===== src/rtl/regfile_port_master_pkg.sv =====
// Shared definitions for the register-file port sequencer.
package regfile_port_master_pkg;

    localparam int NUM_REGS = 32;
    localparam int ZERO_REG = 0;

    typedef enum logic [2:0] {
        ST_INIT,
        ST_IDLE,
        ST_READ,
        ST_EXEC,
        ST_WB
    } state_t;

endpackage


===== src/rtl/regfile_port_master.sv =====
// Sequencing master for the 32x32 three-port register file of the multi-cycle
// MIPS datapath. It clears r1..r31 after reset, reads both operands of each
// instruction, holds them for the ALU, and then performs the one-cycle writeback.
module regfile_port_master
    import regfile_port_master_pkg::*;
#(
    parameter int DATA_W        = 32,
    parameter int ADDR_W        = 5,
    parameter bit INIT_ON_RESET = 1'b1
) (
    input  logic              clk,
    input  logic              rst,
    input  logic              req_valid,
    output logic              req_ready,
    input  logic [ADDR_W-1:0] rs,
    input  logic [ADDR_W-1:0] rt,
    input  logic [ADDR_W-1:0] rd,
    input  logic              wb_en,
    output logic [DATA_W-1:0] opA,
    output logic [DATA_W-1:0] opB,
    output logic              ops_valid,
    input  logic              res_valid,
    input  logic [DATA_W-1:0] res_data,
    output logic              done,
    output logic [ADDR_W-1:0] Ard1,
    output logic [ADDR_W-1:0] Ard2,
    output logic [ADDR_W-1:0] Awr,
    output logic [DATA_W-1:0] Din,
    output logic              WrEn,
    input  logic [DATA_W-1:0] Dout1,
    input  logic [DATA_W-1:0] Dout2
);

    localparam logic [ADDR_W-1:0] LAST_REG = ADDR_W'(NUM_REGS - 1);
    localparam logic [ADDR_W-1:0] ZERO_A   = ADDR_W'(ZERO_REG);

    state_t            state, state_nxt;
    logic [ADDR_W-1:0] cnt;
    logic [ADDR_W-1:0] rs_q, rt_q, rd_q, awr_q;
    logic              wb_en_q;

    // Read addresses come straight from the latched request; the register
    // file reads combinationally, so they must be stable through READ and EXEC.
    assign Ard1 = rs_q;
    assign Ard2 = rt_q;

    // Next-state and per-state port strobes.
    always_comb begin
        state_nxt = state;
        req_ready = 1'b0;
        ops_valid = 1'b0;
        done      = 1'b0;
        WrEn      = 1'b0;
        Awr       = awr_q;
        case (state)
            ST_INIT: begin
                // Din is held at zero by reset for the whole walk.
                WrEn = 1'b1;
                Awr  = cnt;
                if (cnt == LAST_REG) state_nxt = ST_IDLE;
            end
            ST_IDLE: begin
                req_ready = 1'b1;
                if (req_valid) state_nxt = ST_READ;
            end
            ST_READ: state_nxt = ST_EXEC;
            ST_EXEC: begin
                ops_valid = 1'b1;
                if (res_valid) state_nxt = ST_WB;
            end
            ST_WB: begin
                // r0 is architecturally zero: never let a write reach it.
                done      = 1'b1;
                WrEn      = wb_en_q && (rd_q != ZERO_A);
                state_nxt = ST_IDLE;
            end
            default: state_nxt = INIT_ON_RESET ? ST_INIT : ST_IDLE;
        endcase
    end

    // State, init counter and the request/operand/result latches.
    always_ff @(posedge clk) begin
        if (rst) begin
            state   <= INIT_ON_RESET ? ST_INIT : ST_IDLE;
            cnt     <= ADDR_W'(1);
            rs_q    <= '0;
            rt_q    <= '0;
            rd_q    <= '0;
            wb_en_q <= 1'b0;
            awr_q   <= '0;
            opA     <= '0;
            opB     <= '0;
            Din     <= '0;
        end else begin
            state <= state_nxt;
            if (state == ST_INIT) cnt <= cnt + 1'b1;
            if (state == ST_IDLE && req_valid) begin
                rs_q    <= rs;
                rt_q    <= rt;
                rd_q    <= rd;
                wb_en_q <= wb_en;
            end
            if (state == ST_READ) begin
                opA <= Dout1;
                opB <= Dout2;
            end
            if (state == ST_EXEC && res_valid) begin
                Din   <= res_data;
                awr_q <= rd_q;
            end
        end
    end

endmodule

===== config.mk =====
export PLATFORM = sky130hd
export DESIGN_NAME = regfile_port_master
export DESIGN_NICKNAME = d
export VERILOG_FILES = /design/src/rtl/regfile_port_master_pkg.sv /design/src/rtl/regfile_port_master.sv
export SDC_FILE = /design/constraint.sdc
export NUM_CORES = 1
export LEC_CHECK = 0
export CAP_MARGIN = 20
export CORE_MARGIN = 2
export CORE_UTILIZATION = 30
export DETAILED_ROUTE_END_ITERATION = 10
export PLACE_DENSITY = 0.69
export SYNTH_ARGS = -nofsm -noshare
export SYNTH_HDL_FRONTEND = slang
export SYNTH_SLANG_ARGS = --single-unit
export TNS_END_PERCENT = 1

===== constraint.sdc =====
create_clock -name clk -period 3.55 [get_ports clk]
set_input_delay 0.355 -clock clk [delete_from_list [all_inputs] [get_ports clk]]
set_output_delay 0.355 -clock clk [all_outputs]
set_load 0.005 [all_outputs]

==> results of run 1 <==
critical path, delay by kind of cell (launching register included):
family | cells | cell delay, ns
and+or+nand+nor | 3 | 0.74
buffers and inverters | 1 | 0.52
DFF | 1 | 0.44
kinds of logic (layout without fill, tap and decap cells):
| family | Yosys count | count (layout) | synth area share |
|---|---|---|---|
| AOI/OAI and AO/OA | 127 | 127 | 0.143 |
| and+or+nand+nor | 278 | 278 | 0.248 |
| buffers and inverters | 45 | 267 | 0.0505 |
| adders and majority gates | 2 | 2 | 0.00552 |
| xor gates and xnor gates | 1 | 1 | 0.00193 |
| DFF | 125 | 125 | 0.552 |
layer usage:
metal | part of all wire | vias up | GRT usage | wire length, um
li1 | - | 2289 | - | -
met1 | 0.43 | 2021 | 0.189 | 5630
met2 | 0.47 | 160 | 0.263 | 6170
met3 | 0.090 | 15 | 0.0721 | 1190
met4 | 0.014 | 2 | 0.0621 | 184
met5 | 0.00091 | - | 0 | 12
state kept, by name (all words and copies together) (netlist names):
signal   cells
Ard1         5
Ard2         5
Din         32
awr_q        5
cnt          5
opA         32
opB         32
rd_q         5
state        3
wb_en_q      1
report_power, final:
group / switching, uW / total, uW / internal (uW)
clock network: 590 / 1530 / 939
logic: 51.2 / 179 / 127
registers: 4.54 / 1410 / 1410
stage by stage:
stage / setup slack, ns / instance area [um^2]
after floorplan: 2.09 / 4540
after global placement: 1.44 / 6910
after detailed placement: 1.43 / 6910
after CTS: 1.03 / 7430
after global routing: 0.902 / 7430
final: 1.09 / 7430
worst paths after layout:
kind	start	end	slack, ns
max	state[2]	Awr[1]	1.09
min	Din[0]	Din[0]	0.45
max reg2reg	state[1]	opB[21]	1.46
min reg2reg	Din[0]	Din[0]	0.45
cell usage after synthesis (2+ instances only):
library cell | count | area share
nor2_1 | 3 | 0.0025
clkbuf_1 | 19 | 0.016
ha_1 | 2 | 0.0055
nand2_1 | 255 | 0.21
dfxtp_1 | 125 | 0.55
nor3b_1 | 2 | 0.0033
o21ai_0 | 2 | 0.0022
a21oi_1 | 121 | 0.13
or3_1 | 2 | 0.0028
nor2b_1 | 2 | 0.0028
buf_4 | 9 | 0.015
buf_2 | 15 | 0.017
placed cells by master (no fill, tap or decap):
cell type / netlist / routed
clkbuf_16: 0 / 17
nor2b_1: 2 / 2
a2111oi_0: 1 / 1
o21ai_0: 2 / 2
clkinv_2: 0 / 3
and2_1: 1 / 1
a21oi_1: 121 / 121
and3_1: 1 / 1
o211ai_1: 1 / 1
and3b_1: 1 / 1
buf_4: 9 / 5
buf_12: 0 / 1
inv_1: 1 / 1
clkbuf_1: 19 / 5
and4b_1: 1 / 1
nor3b_1: 2 / 1
clkbuf_8: 0 / 3
or3_4: 1 / 1
clkinvlp_4: 0 / 3
nand4bb_1: 1 / 1
nor3b_2: 0 / 1
nor2_1: 3 / 3
or3b_2: 1 / 1
a22oi_1: 1 / 1
nor3_2: 1 / 1
ha_1: 2 / 2
dfxtp_1: 125 / 125
xnor2_1: 1 / 1
a21o_1: 1 / 1
nand4b_1: 1 / 1
or3_1: 2 / 2
nor3_1: 1 / 1
clkdlybuf4s50_1: 0 / 229
nand2b_1: 1 / 1
or4_1: 1 / 1
nand3_1: 1 / 1
nor4bb_4: 0 / 1
nand2_1: 255 / 255
area by class of cell:
type	instances	area [um^2]	share of cell area
Inverter	1	3.75	0.000505
Multi-Input combinational cell	408	1820	0.245
Sequential cell	125	2500	0.337
Clock buffer	25	485	0.0653
Tap cell	184	230	0.0310
Timing Repair Buffer	235	2350	0.316
Clock inverter	6	37.5	0.00505
==> results.toml, run 1 <==
[run_status]
status = "completed"

[global_routing]
grt_start_max_net_pins = 84
grt_usage = 0.162
grt_antenna_before_repair = 1
overflow = 0
grt_pass1_wl_um = 20800
grt_pass1_vias = 4210

[logic_synthesis]
synth_edf_count = 0
async_flop_share = 0
yosys_register_bits = 125
yosys_most_used_dff = "dfxtp_1"
syn-cell-area_mm2 = 0.00454
synthDistinctLibCells = 33
syn_area_per_cell_um2 = 7.85
yosysSeqAreaShare = 0.552
syn_nets = 696
syn_inst = 578
synth_warnings = 0

[placement]
dp_cells = 953
io_buffers = 230
hpwl_um = 8970
gp_congestion = 0.710

[clocking]
cts_max_level = 4
cts_resized = 0
cts_buffer_depth = 2
cts_inserted_buffers = 17
clkSinkCount = 125
path_clk_slew_ns = 0.05
post_cts_buffers = 0
root_buffer = "clkbuf_16"
cts_tree = "done"
worstSkewPairLatency_ns = 0.41
ctsHoldBuffers = 0

[sta]
rsz0062_at_grt = "false"
setup_viol = 0
min_period_over_period = 0.694
setup_tns_ns = 0
worst_clock_skew_ns = 0.00808
slew_viol_final = 0
hold_viol_final = 0
period_needed_ns = 2.46
max-slew-margin-rel = 0.387
max_slew.worst_pin.slew_ns = 0.919
clock.fmax_ghz = 0.406
hold_slack_ns = 0.449

[route]
wl_per_cell_um = 13.4
first_pass_iters = 5
vias_per_cell = 4.56
drtIter0Drc = 230
wl_um = 13200
vias = 4487
remaining_drc_errors = 0
ant_nets = 0

[critical_path]
critPathMaxStageDelay_ns = 0.55
cp_common_cell = "nand2_1"
path_class = "register to primary output"
path_cells = "nor3_2 > nand2_1 > nand2_1 > clkdlybuf4s50_1"
worst-path-max-fanout = 13
required_ns = 3.19
arrival_ns = 2.11
worstRegToRegCells = 4
start_kind = "register"
endpoint_kind = "primary output"
cp_slowest_cell = "nor3_2"

[floorplanning]
coreArea_mm2 = 0.0146
rows = 44
dieArea_mm2 = 0.0161
start_util = 0.310
die_x_um = 127
ios = 231
die_h_um = 127

[finish]
nNetsFinal = 906
stdcell_count = 984
fillers = 1420
drive_gt1_frac = 0.0463
diodes = 0
syn2layout_area_growth_pct = 63.9
final_util = 0.508

[power_and_ir_drop]
total_power_uw = 3120
p_per_area_mw_per_mm2 = 420
power.leakage_uw = 0.00250
ir_drop_mv = 0.309

[min_path]
hold_class = "register to register"
holdPathStages = 2

[flow_run]
cap_violations = 0
No activity file was read; power rests on OpenSTA's default activity.
==> run 2, diff against run 1 <==
Settings changed: PLACE_DENSITY 0.69 to 0.72.
Clock period 3.55 ns to 2 ns, I/O delays scaled along.
==> run 2 against run 1 <==
Against the previous run: sequential cell count did not move; routed wire length rose by 4.6%; critical path type unchanged; highest routed layer is now met4; clock skew fell by 0.0022 ns; first-iteration DRC count fell by 14%; register-to-register slack got worse by 1.1 ns; non-clock buffer count rose by 14.
==> results.toml, run 2 (synthesized netlist as in run 1, its figures left out) <==
[sta]
period_needed_ns = 1.91
worst_clock_skew_ns = 0.00589
clock.fmax_ghz = 0.523
slew_viol_final = 0
setup_tns_ns = 0
max_slew.worst_pin.slew_ns = 0.500
hold_slack_ns = 0.144
setup_slack_ns = 0.0874
hold_viol_final = 0
min_period_over_period = 0.956
rsz0062_at_grt = "false"
max-slew-margin-rel = 0.667
setup_viol = 0

[floorplanning]
dieArea_mm2 = 0.0161
ios = 231
die_h_um = 127
coreArea_mm2 = 0.0146
die_x_um = 127
start_util = 0.310
rows = 44

[power_and_ir_drop]
pwr-share-comb = 0.055
p_per_area_mw_per_mm2 = 751
ir_drop_mv = 0.585
internal_power_uw = 4580
switching_share = 0.201
clockPowerShare = 0.507
switching_power_uw = 1150
total_power_uw = 5730
power.leakage_uw = 0.00267
power_frac_seq = 0.438

[global_routing]
overflow = 0
grt_use_met2 = 0.287
grt_usage = 0.172
grtUsageMet3 = 0.0919
grt_use_met1 = 0.190
grt_pass1_wl_um = 21900
grt_start_max_net_pins = 58
grt_antenna_before_repair = 1
grt_pass1_vias = 4479
grt_busiest_layer = "met2"

[finish]
reg.largest.list = "Din (32), opA (32), opB (32)"
drive_gt1_frac = 0.0689
final_cell_mix = "255 x nand2_1, 223 x clkdlybuf4s50_1, 124 x dfxtp_1"
nNetsFinal = 920
fin_area_mm2 = 0.00763
syn2layout_area_growth_pct = 68.2
layout.cells.most_common = "nand2_1"
fillers = 1366

[clocking]
cts_tree = "done"
cts_inserted_buffers = 17
cts_max_level = 4
root_buffer = "clkbuf_16"
cts_buffer_depth = 2
clkSinkCount = 125
worstSkewPairLatency_ns = 0.41
path_clk_slew_ns = 0.05

[placement]
gp_congestion = 0.749
hpwl_um = 9490
dpl_cell_area_mm2 = 0.00703
io_buffers = 230
place_ws_ns = 0.248

[route]
remaining_drc_errors = 0
vias = 4522
wl_um = 13800
wl_per_cell_um = 13.8
ant_nets = 0
first_pass_iters = 5
drtIter0Drc = 197
vias_per_cell = 4.53

[critical_path]
startpoint = "state[1]"
path_cells = "buf_4 > and3b_1 > clkdlybuf4s50_1"
worst-path-buf-inv = 2
r2r-start = "state[2]"
start_kind = "register"
worst-path-max-fanout = 9
arrival_ns = 1.71
reg2reg_slack_ns = 0.36
critical_path.top_delay_family = "buffers and inverters"
endpoint_kind = "primary output"
cp_slowest_cell = "clkdlybuf4s50_1"
critPathMaxStageDelay_ns = 0.51
path_class = "register to primary output"
required_ns = 1.80

[min_path]
min-delay-start = "rst"
hold_class = "primary input to register"

[flow_run]
cap_violations = 0

[run_status]
status = "completed"
-- run 2: changes by cell type in the layout (fill, tap and decap cells not counted), moves of 2 or more --
cell,change
dlymetal6s2s_1,+4
clkdlybuf4s50_1,-6
clkbuf_1,-3
clkbuf_8,+2
buf_4,+11
buf_12,+3
-- run 2: stage by stage --
stage / utilization / std cells
after global placement: 0.480 / 964
after detailed placement: 0.480 / 964
final: 0.521 / 998
after CTS: 0.520 / 997
after floorplan: - / 578
after global routing: 0.521 / 997
-- run 2: area by class of cell --
class	instances	area [um^2]	share of cell area
flip-flops and latches	125	2510	0.329
repair buffers	249	2500	0.327
multi-input cells	408	1830	0.240
clock buffers	24	502	0.0658
well taps	184	230	0.0302
clock inverters	6	60.1	0.00787
inverters	1	3.75	0.000492
diodes	1	2.50	0.000328
-- run 2: per-layer routing --
metal / vias up / part of all wire
li1: 2316 / -
met1: 2021 / 0.41
met2: 171 / 0.47
met3: 14 / 0.11
met4: 0 / 0.011
met5: - / 0
-- run 2: path summary, 6_finish.rpt --
path	end	depth (start not counted)
worst max register to register	opB[31]	5
worst min register to register	opA[14]	2
worst max-delay path	ops_valid	3
worst min-delay path	opB[5]	2
-- run 2: power by group through the flow --
stage          registers [uW]  logic, uW  clock network, uW
2_1_floorplan            2560       58.8                  0
3_3_place_gp             2560        318                  0
3_5_place_dp             2560        319                  0
4_1_cts                  2510        321               2980
5_1_grt                  2510        341               3090
6_report                 2510        318               2900
-- run 2: repair_timing --
action,4_1_cts,5_1_grt
pin swaps,1,3
resized for setup,5,6
setup endpoints to repair,7,5
buffers inserted,3,0
hold buffers,0,0
